[src/rtl/scan_sequencer_if.sv]
// Control and decoder-drive signals of the scan sequencer, grouped for the
// controller (master) and the sequencer itself (slave).
interface scan_sequencer_if #(
  parameter int PRESCALE_W = 8
);
  // start and stop are single-cycle request pulses with no ready: start is
  // taken only while busy is low; stop and pause act only while busy is high.
  logic                  start;
  logic                  stop;
  logic                  pause;
  logic                  mode;
  logic                  dir;
  logic [PRESCALE_W-1:0] period;
  logic [3:0]            cycles;
  logic [3:0]            binary_out;
  logic                  enable_out;
  logic                  busy;
  logic                  done;
  logic                  wrap_pulse;
  logic [1:0]            state_dbg;

  modport master (
    output start, stop, pause, mode, dir, period, cycles,
    input  binary_out, enable_out, busy, done, wrap_pulse, state_dbg
  );

  modport slave (
    input  start, stop, pause, mode, dir, period, cycles,
    output binary_out, enable_out, busy, done, wrap_pulse, state_dbg
  );
endinterface

[src/rtl/scan_sequencer.sv]
// Steps a 4-bit index for a 4x16 decoder at a programmable rate, in wrap or
// ping-pong order, for a fixed number of passes or continuously.
module scan_sequencer #(
  parameter int PRESCALE_W = 8
) (
  input  logic              clk,
  input  logic              rst_n,
  scan_sequencer_if.slave   bus
);

  typedef enum logic [1:0] {
    IDLE  = 2'd0,
    RUN   = 2'd1,
    PAUSE = 2'd2
  } state_t;

  state_t                state_q;
  logic [PRESCALE_W-1:0] presc_q;
  logic [PRESCALE_W-1:0] period_q;
  logic [3:0]            cycles_q;
  logic [3:0]            pass_q;
  logic                  mode_q;
  logic                  down_q;
  logic [3:0]            bin_q;
  logic                  en_q;
  logic                  done_q;
  logic                  wrap_q;

  logic tick;
  logic at_term;
  logic last_pass;

  assign tick      = (presc_q == period_q);
  assign at_term   = down_q ? (bin_q == 4'd0) : (bin_q == 4'd15);
  assign last_pass = (cycles_q != 4'd0) && (pass_q == cycles_q - 4'd1);

  always_ff @(posedge clk or negedge rst_n) begin
    if (!rst_n) begin
      state_q  <= IDLE;
      presc_q  <= '0;
      period_q <= '0;
      cycles_q <= '0;
      pass_q   <= '0;
      mode_q   <= 1'b0;
      down_q   <= 1'b0;
      bin_q    <= '0;
      en_q     <= 1'b0;
      done_q   <= 1'b0;
      wrap_q   <= 1'b0;
    end else begin
      done_q <= 1'b0;
      wrap_q <= 1'b0;
      case (state_q)
        IDLE: begin
          if (bus.start) begin
            state_q  <= RUN;
            presc_q  <= '0;
            pass_q   <= '0;
            period_q <= bus.period;
            cycles_q <= bus.cycles;
            mode_q   <= bus.mode;
            down_q   <= bus.dir;
            bin_q    <= bus.dir ? 4'd15 : 4'd0;
            en_q     <= 1'b1;
          end
        end
        RUN: begin
          if (bus.stop) begin
            state_q <= IDLE;
            en_q    <= 1'b0;
          end else begin
            // The cycle that samples pause still steps; freezing starts in PAUSE.
            if (bus.pause) state_q <= PAUSE;
            if (!tick) begin
              presc_q <= presc_q + PRESCALE_W'(1);
            end else begin
              presc_q <= '0;
              if (!at_term) begin
                bin_q <= down_q ? bin_q - 4'd1 : bin_q + 4'd1;
              end else begin
                wrap_q <= 1'b1;
                if (last_pass) begin
                  // Finishing overrides a pending pause; index stays terminal.
                  state_q <= IDLE;
                  en_q    <= 1'b0;
                  done_q  <= 1'b1;
                end else begin
                  pass_q <= pass_q + 4'd1;
                  if (mode_q) begin
                    down_q <= ~down_q;
                    bin_q  <= down_q ? 4'd1 : 4'd14;
                  end else begin
                    bin_q  <= down_q ? 4'd15 : 4'd0;
                  end
                end
              end
            end
          end
        end
        PAUSE: begin
          if (bus.stop) begin
            state_q <= IDLE;
            en_q    <= 1'b0;
          end else if (!bus.pause) begin
            state_q <= RUN;
          end
        end
        default: begin
          state_q <= IDLE;
          en_q    <= 1'b0;
        end
      endcase
    end
  end

  assign bus.binary_out = bin_q;
  assign bus.enable_out = en_q;
  assign bus.busy       = (state_q != IDLE);
  assign bus.done       = done_q;
  assign bus.wrap_pulse = wrap_q;
  assign bus.state_dbg  = state_q;

endmodule

[src/flat_wrapper.sv]
// flat-port wrapper written by rule: the top's interface ports become plain ports
module scan_sequencer_flat 
#(
  parameter int PRESCALE_W = 8
)
  (clk, rst_n, bus_start, bus_stop, bus_pause, bus_mode, bus_dir, bus_period, bus_cycles, bus_binary_out, bus_enable_out, bus_busy, bus_done, bus_wrap_pulse, bus_state_dbg);
  scan_sequencer_if #(.PRESCALE_W(PRESCALE_W)) bus_i ();
  input  logic clk;
  input  logic rst_n;
  input wire logic [$bits(bus_i.start)-1:0] bus_start;
  input wire logic [$bits(bus_i.stop)-1:0] bus_stop;
  input wire logic [$bits(bus_i.pause)-1:0] bus_pause;
  input wire logic [$bits(bus_i.mode)-1:0] bus_mode;
  input wire logic [$bits(bus_i.dir)-1:0] bus_dir;
  input wire logic [$bits(bus_i.period)-1:0] bus_period;
  input wire logic [$bits(bus_i.cycles)-1:0] bus_cycles;
  output wire logic [$bits(bus_i.binary_out)-1:0] bus_binary_out;
  output wire logic [$bits(bus_i.enable_out)-1:0] bus_enable_out;
  output wire logic [$bits(bus_i.busy)-1:0] bus_busy;
  output wire logic [$bits(bus_i.done)-1:0] bus_done;
  output wire logic [$bits(bus_i.wrap_pulse)-1:0] bus_wrap_pulse;
  output wire logic [$bits(bus_i.state_dbg)-1:0] bus_state_dbg;
  assign bus_i.start = bus_start;
  assign bus_i.stop = bus_stop;
  assign bus_i.pause = bus_pause;
  assign bus_i.mode = bus_mode;
  assign bus_i.dir = bus_dir;
  assign bus_i.period = bus_period;
  assign bus_i.cycles = bus_cycles;
  assign bus_binary_out = bus_i.binary_out;
  assign bus_enable_out = bus_i.enable_out;
  assign bus_busy = bus_i.busy;
  assign bus_done = bus_i.done;
  assign bus_wrap_pulse = bus_i.wrap_pulse;
  assign bus_state_dbg = bus_i.state_dbg;
  scan_sequencer #(.PRESCALE_W(PRESCALE_W)) u_core (.clk(clk), .rst_n(rst_n), .bus(bus_i));
endmodule
[config.mk]
export PLATFORM = sky130hd
export DESIGN_NAME = scan_sequencer_flat
export DESIGN_NICKNAME = d
export VERILOG_FILES = /design/src/rtl/scan_sequencer_if.sv /design/src/rtl/scan_sequencer.sv /design/src/flat_wrapper.sv
export SDC_FILE = /design/constraint.sdc
export NUM_CORES = 1
export LEC_CHECK = 0
export ABC_CLOCK_PERIOD_IN_PS = 2250
export CORE_MARGIN = 4
export CORE_UTILIZATION = 49
export DETAILED_ROUTE_END_ITERATION = 12
export PLACE_DENSITY = 0.86
export SLEW_MARGIN = 10
export SYNTH_ARGS = -nofsm -noshare
export SYNTH_HDL_FRONTEND = slang
export SYNTH_SLANG_ARGS = --single-unit
[constraint.sdc]
create_clock -name clk -period 2.25 [get_ports clk]
set_clock_uncertainty 0.2 [all_clocks]
set_input_delay 0.675 -clock clk [delete_from_list [all_inputs] [get_ports clk]]
set_output_delay 0.675 -clock clk [all_outputs]
set_load 0.01 [all_outputs]
==> results.sh <==
export IMPL_dp_cells=311
export IMPL_num_vias=1909
export IMPL_worstSetupPathType="reg2reg"
export IMPL_power_leakage_nw=1.33
export IMPL_reg2reg_to="u_core.pass_q[0]"
export IMPL_wl_met3_um=361
export IMPL_hp_start="u_core.period_q[0]"
export IMPL_yosys_register_bits=35
export IMPL_ff2ff_path_depth=5
export IMPL_antenna_found_initial=0
export IMPL_clock_path_buffers=2
export IMPL_syn_area_per_cell_um2=10.3
export IMPL_hold_class="reg2reg"
export IMPL_hold_depth=1
export IMPL_die_h_um=73.0
export IMPL_drtAntennaViolNets=0
export IMPL_fin_crit_sh_pct=104
export IMPL_routed_top_layer="met4"
export IMPL_slew_headroom_pct=69.6
export IMPL_maxCapViolations=0
export IMPL_cts_sinks=35
export IMPL_violations="setup timing"
export IMPL_fmax_mhz=426
export IMPL_antenna_diode_count=0
export IMPL_rsz0062_at_grt="yes"
export IMPL_grt_usage_pct=21.7
export IMPL_first_global_vias=1925
export IMPL_coreArea_mm2=0.00403
export IMPL_worstSkewPairLatency_ns=0.30
export IMPL_die_area_mm2=0.00533
export IMPL_drc_errors=0
export IMPL_async_flop_share_pct=100
export IMPL_start_util_pct=51.4
export IMPL_worstPathRequired_ns=2.23
export IMPL_fin_area_mm2=0.00301
export IMPL_fin_nets=300
export IMPL_report_final_hold_viol_count=0
export IMPL_synth_seq_area_share_pct=42.3
export IMPL_synth_edf_count=0
export IMPL_grt_overflow=0
export IMPL_place_area_mm2=0.00269
export IMPL_io_pins=29
export IMPL_clock_root_buffer="clkbuf_8"
export IMPL_worst_pin_slew_ns=0.456
export IMPL_instances_no_fill=325
export IMPL_arrival_ns=2.33
export IMPL_holdPathEnd="u_core.period_q[0]"
export IMPL_ys_warn_count=0
export IMPL_status="finished with violations"
export IMPL_postSynthCellCount=201
export IMPL_path_clk_slew_ns=0.07
export IMPL_route_detailed_vias_per_inst=5.87
export IMPL_drive_gt1_share_pct=34.9
export IMPL_cts_buffers=5
export IMPL_finalWorstSetupSlack_ns=-0.0971
export IMPL_drt_first_iter_violations=125
export IMPL_ys_flop_type="dfrtp_1"
export IMPL_place_ws_ns=-0.313
export IMPL_grt_max_degree=36
export IMPL_die_w_um=73.0
export IMPL_r2r_slack_ns=-0.1
export IMPL_slew_viol_final=0
export IMPL_end_kind="flop"
export IMPL_numPortBuffers=28
export IMPL_final_util_pct=74.8
export IMPL_h_tree_depth=2
export IMPL_wl_met1_um=2220
export IMPL_synth_distinct_cells=51
export IMPL_ir_drop_mv=0.554
export IMPL_first_pass_iters=4
export IMPL_setup_viol=11
export IMPL_worstPathMaxFanout=3
export IMPL_fin_crit_ns=2.35
export IMPL_r2r_start="u_core.bus.binary_out[3]"
export IMPL_dp_hpwl_um=3690
export IMPL_cp_start_kind="flop"
export IMPL_wl_um=5750
export IMPL_core_rowCount=23
export IMPL_gp_congestion=0.835
export IMPL_hold_buffers=0
export IMPL_grt_pass1_wl_um=8900
export IMPL_power_density_mw_per_mm2=1070
export IMPL_netlist_area_mm2=0.00207
export IMPL_syn2layout_area_growth_pct=45.6
export IMPL_syn_num_nets=227
export IMPL_cts_tree="yes"
export IMPL_wire_per_inst_um=17.7
export IMPL_wl_met2_um=2940
## synthesized netlist by cell type (all sizes together) (2+ instances only)
cell type | instances | area, um^2
xnor2 | 7 | 61.3
buf | 2 | 18.8
or4 | 2 | 15.0
a221o | 2 | 20.0
a41oi | 2 | 17.5
or3 | 2 | 17.5
nand3 | 2 | 10.0
inv | 7 | 26.3
nor2 | 16 | 60.1
nand2 | 16 | 60.1
nand2b | 5 | 31.3
and3 | 3 | 18.8
mux2 | 14 | 161
nor3 | 4 | 20.0
mux2i | 2 | 32.5
o31ai | 4 | 30.0
dfrtp | 35 | 876
or2 | 2 | 12.5
nor4 | 6 | 37.5
clkbuf | 4 | 25.0
o21ai | 8 | 40.0
nand4 | 6 | 37.5
xor2 | 17 | 149
a21oi | 8 | 40.0
ha | 6 | 75.1
## area by class of cell
cell class                      instances  area, um^2
Multi-Input combinational cell        153        1270
Fill cell                             257        1010
Sequential cell                        35         877
Timing Repair Buffer                   72         642
Clock buffer                            6        72.6
Tap cell                               50        62.6
Clock inverter                          2        60.1
Inverter                                7        26.3
## flip-flops by register name (all words and copies together) (netlist names)
name and flops:
u_core.bus.wrap_pulse 1, u_core.presc_q 8, u_core.bus.enable_out 1, u_core.down_q 1, u_core.bus.binary_out 4, u_core.bus.state_dbg 2, u_core.bus.done 1, u_core.mode_q 1
u_core.pass_q 4, u_core.cycles_q 4, u_core.period_q 8
## power by group
group | switching [W] | internal, W
combinational | 0.000767 | 0.000849
sequential | 0.000144 | 0.000773
clock | 0.000242 | 0.000443
total | 0.00115 | 0.00206
## worst max path at each step
stage / from / to / slack (ns) / depth (start not counted)
after detailed placement: bus_start / u_core.pass_q[3] / -0.31 / 6
after CTS: u_core.bus.binary_out[3] / u_core.bus.binary_out[3] / -0.08 / 6
after global routing: u_core.down_q / u_core.bus.binary_out[3] / -0.15 / 7
after global placement: bus_stop / u_core.pass_q[3] / -0.30 / 6
after floorplan: u_core.bus.binary_out[3] / u_core.pass_q[0] / -0.16 / 5
final: u_core.bus.binary_out[3] / u_core.pass_q[0] / -0.1 / 5
## worst max-delay path, stage by stage (launching register included)
cell and delay [ns]:
dfrtp_1 0.38, or4b_4 0.55, mux2i_4 0.25, o32ai_4 0.13
or3_4 0.41, mux2_4 0.30
## stage by stage
stage	total power [W]	hold slack, ns	setup TNS [ns]
2_1_floorplan	0.00171	0.179	-0.202
3_3_place_gp	0.00222	0.306	-2.79
3_5_place_dp	0.00229	0.320	-3.17
4_1_cts	0.00305	0.337	-0.161
5_1_grt	0.00340	0.355	-1.29
6_report	0.00322	0.337	-0.470
## kinds of logic after synthesis
logic type | after synthesis | share of synthesized area (%)
AND/OR/NAND/NOR | 71 | 18.5
flip-flops | 35 | 42.3
AO/OA/AOI/OAI | 35 | 11.7
XOR/XNOR | 24 | 10.2
multiplexers | 16 | 9.37
buffers and inverters | 13 | 3.39
adder cells (fa/ha/maj) | 7 | 4.59
## what timing repair did
| item | 4_1_cts | 5_1_grt |
|---|---|---|
| setup endpoints to repair | 8 | 19 |
| pin swaps | 7 | 14 |
| setup buffers | 2 | 5 |
| gates cloned | 0 | 0 |
| gates resized for setup | 14 | 22 |
## cell usage in the layout, fill, tap and decap left out, drive strengths merged, types with 3 or more instances in the layout
cell type / count
clkbuf: 6
and3: 3
clkdlybuf4s50: 22
o21ai: 8
o31ai: 4
dfrtp: 35
mux2: 14
xor2: 17
nor4: 6
buf: 44
inv: 7
nor3: 4
nand2b: 5
a21oi: 8
nand2: 16
nor2: 16
dlygate4sd2: 4
xnor2: 7
nand4: 6
ha: 6
## per-layer routing
metal,vias to the layer above,global-route usage (%)
li1,862,-
met1,940,26.1
met2,86,37.8
met3,21,4.13
met4,0,8.81
met5,-,0
(Power assumes the default switching activity.)
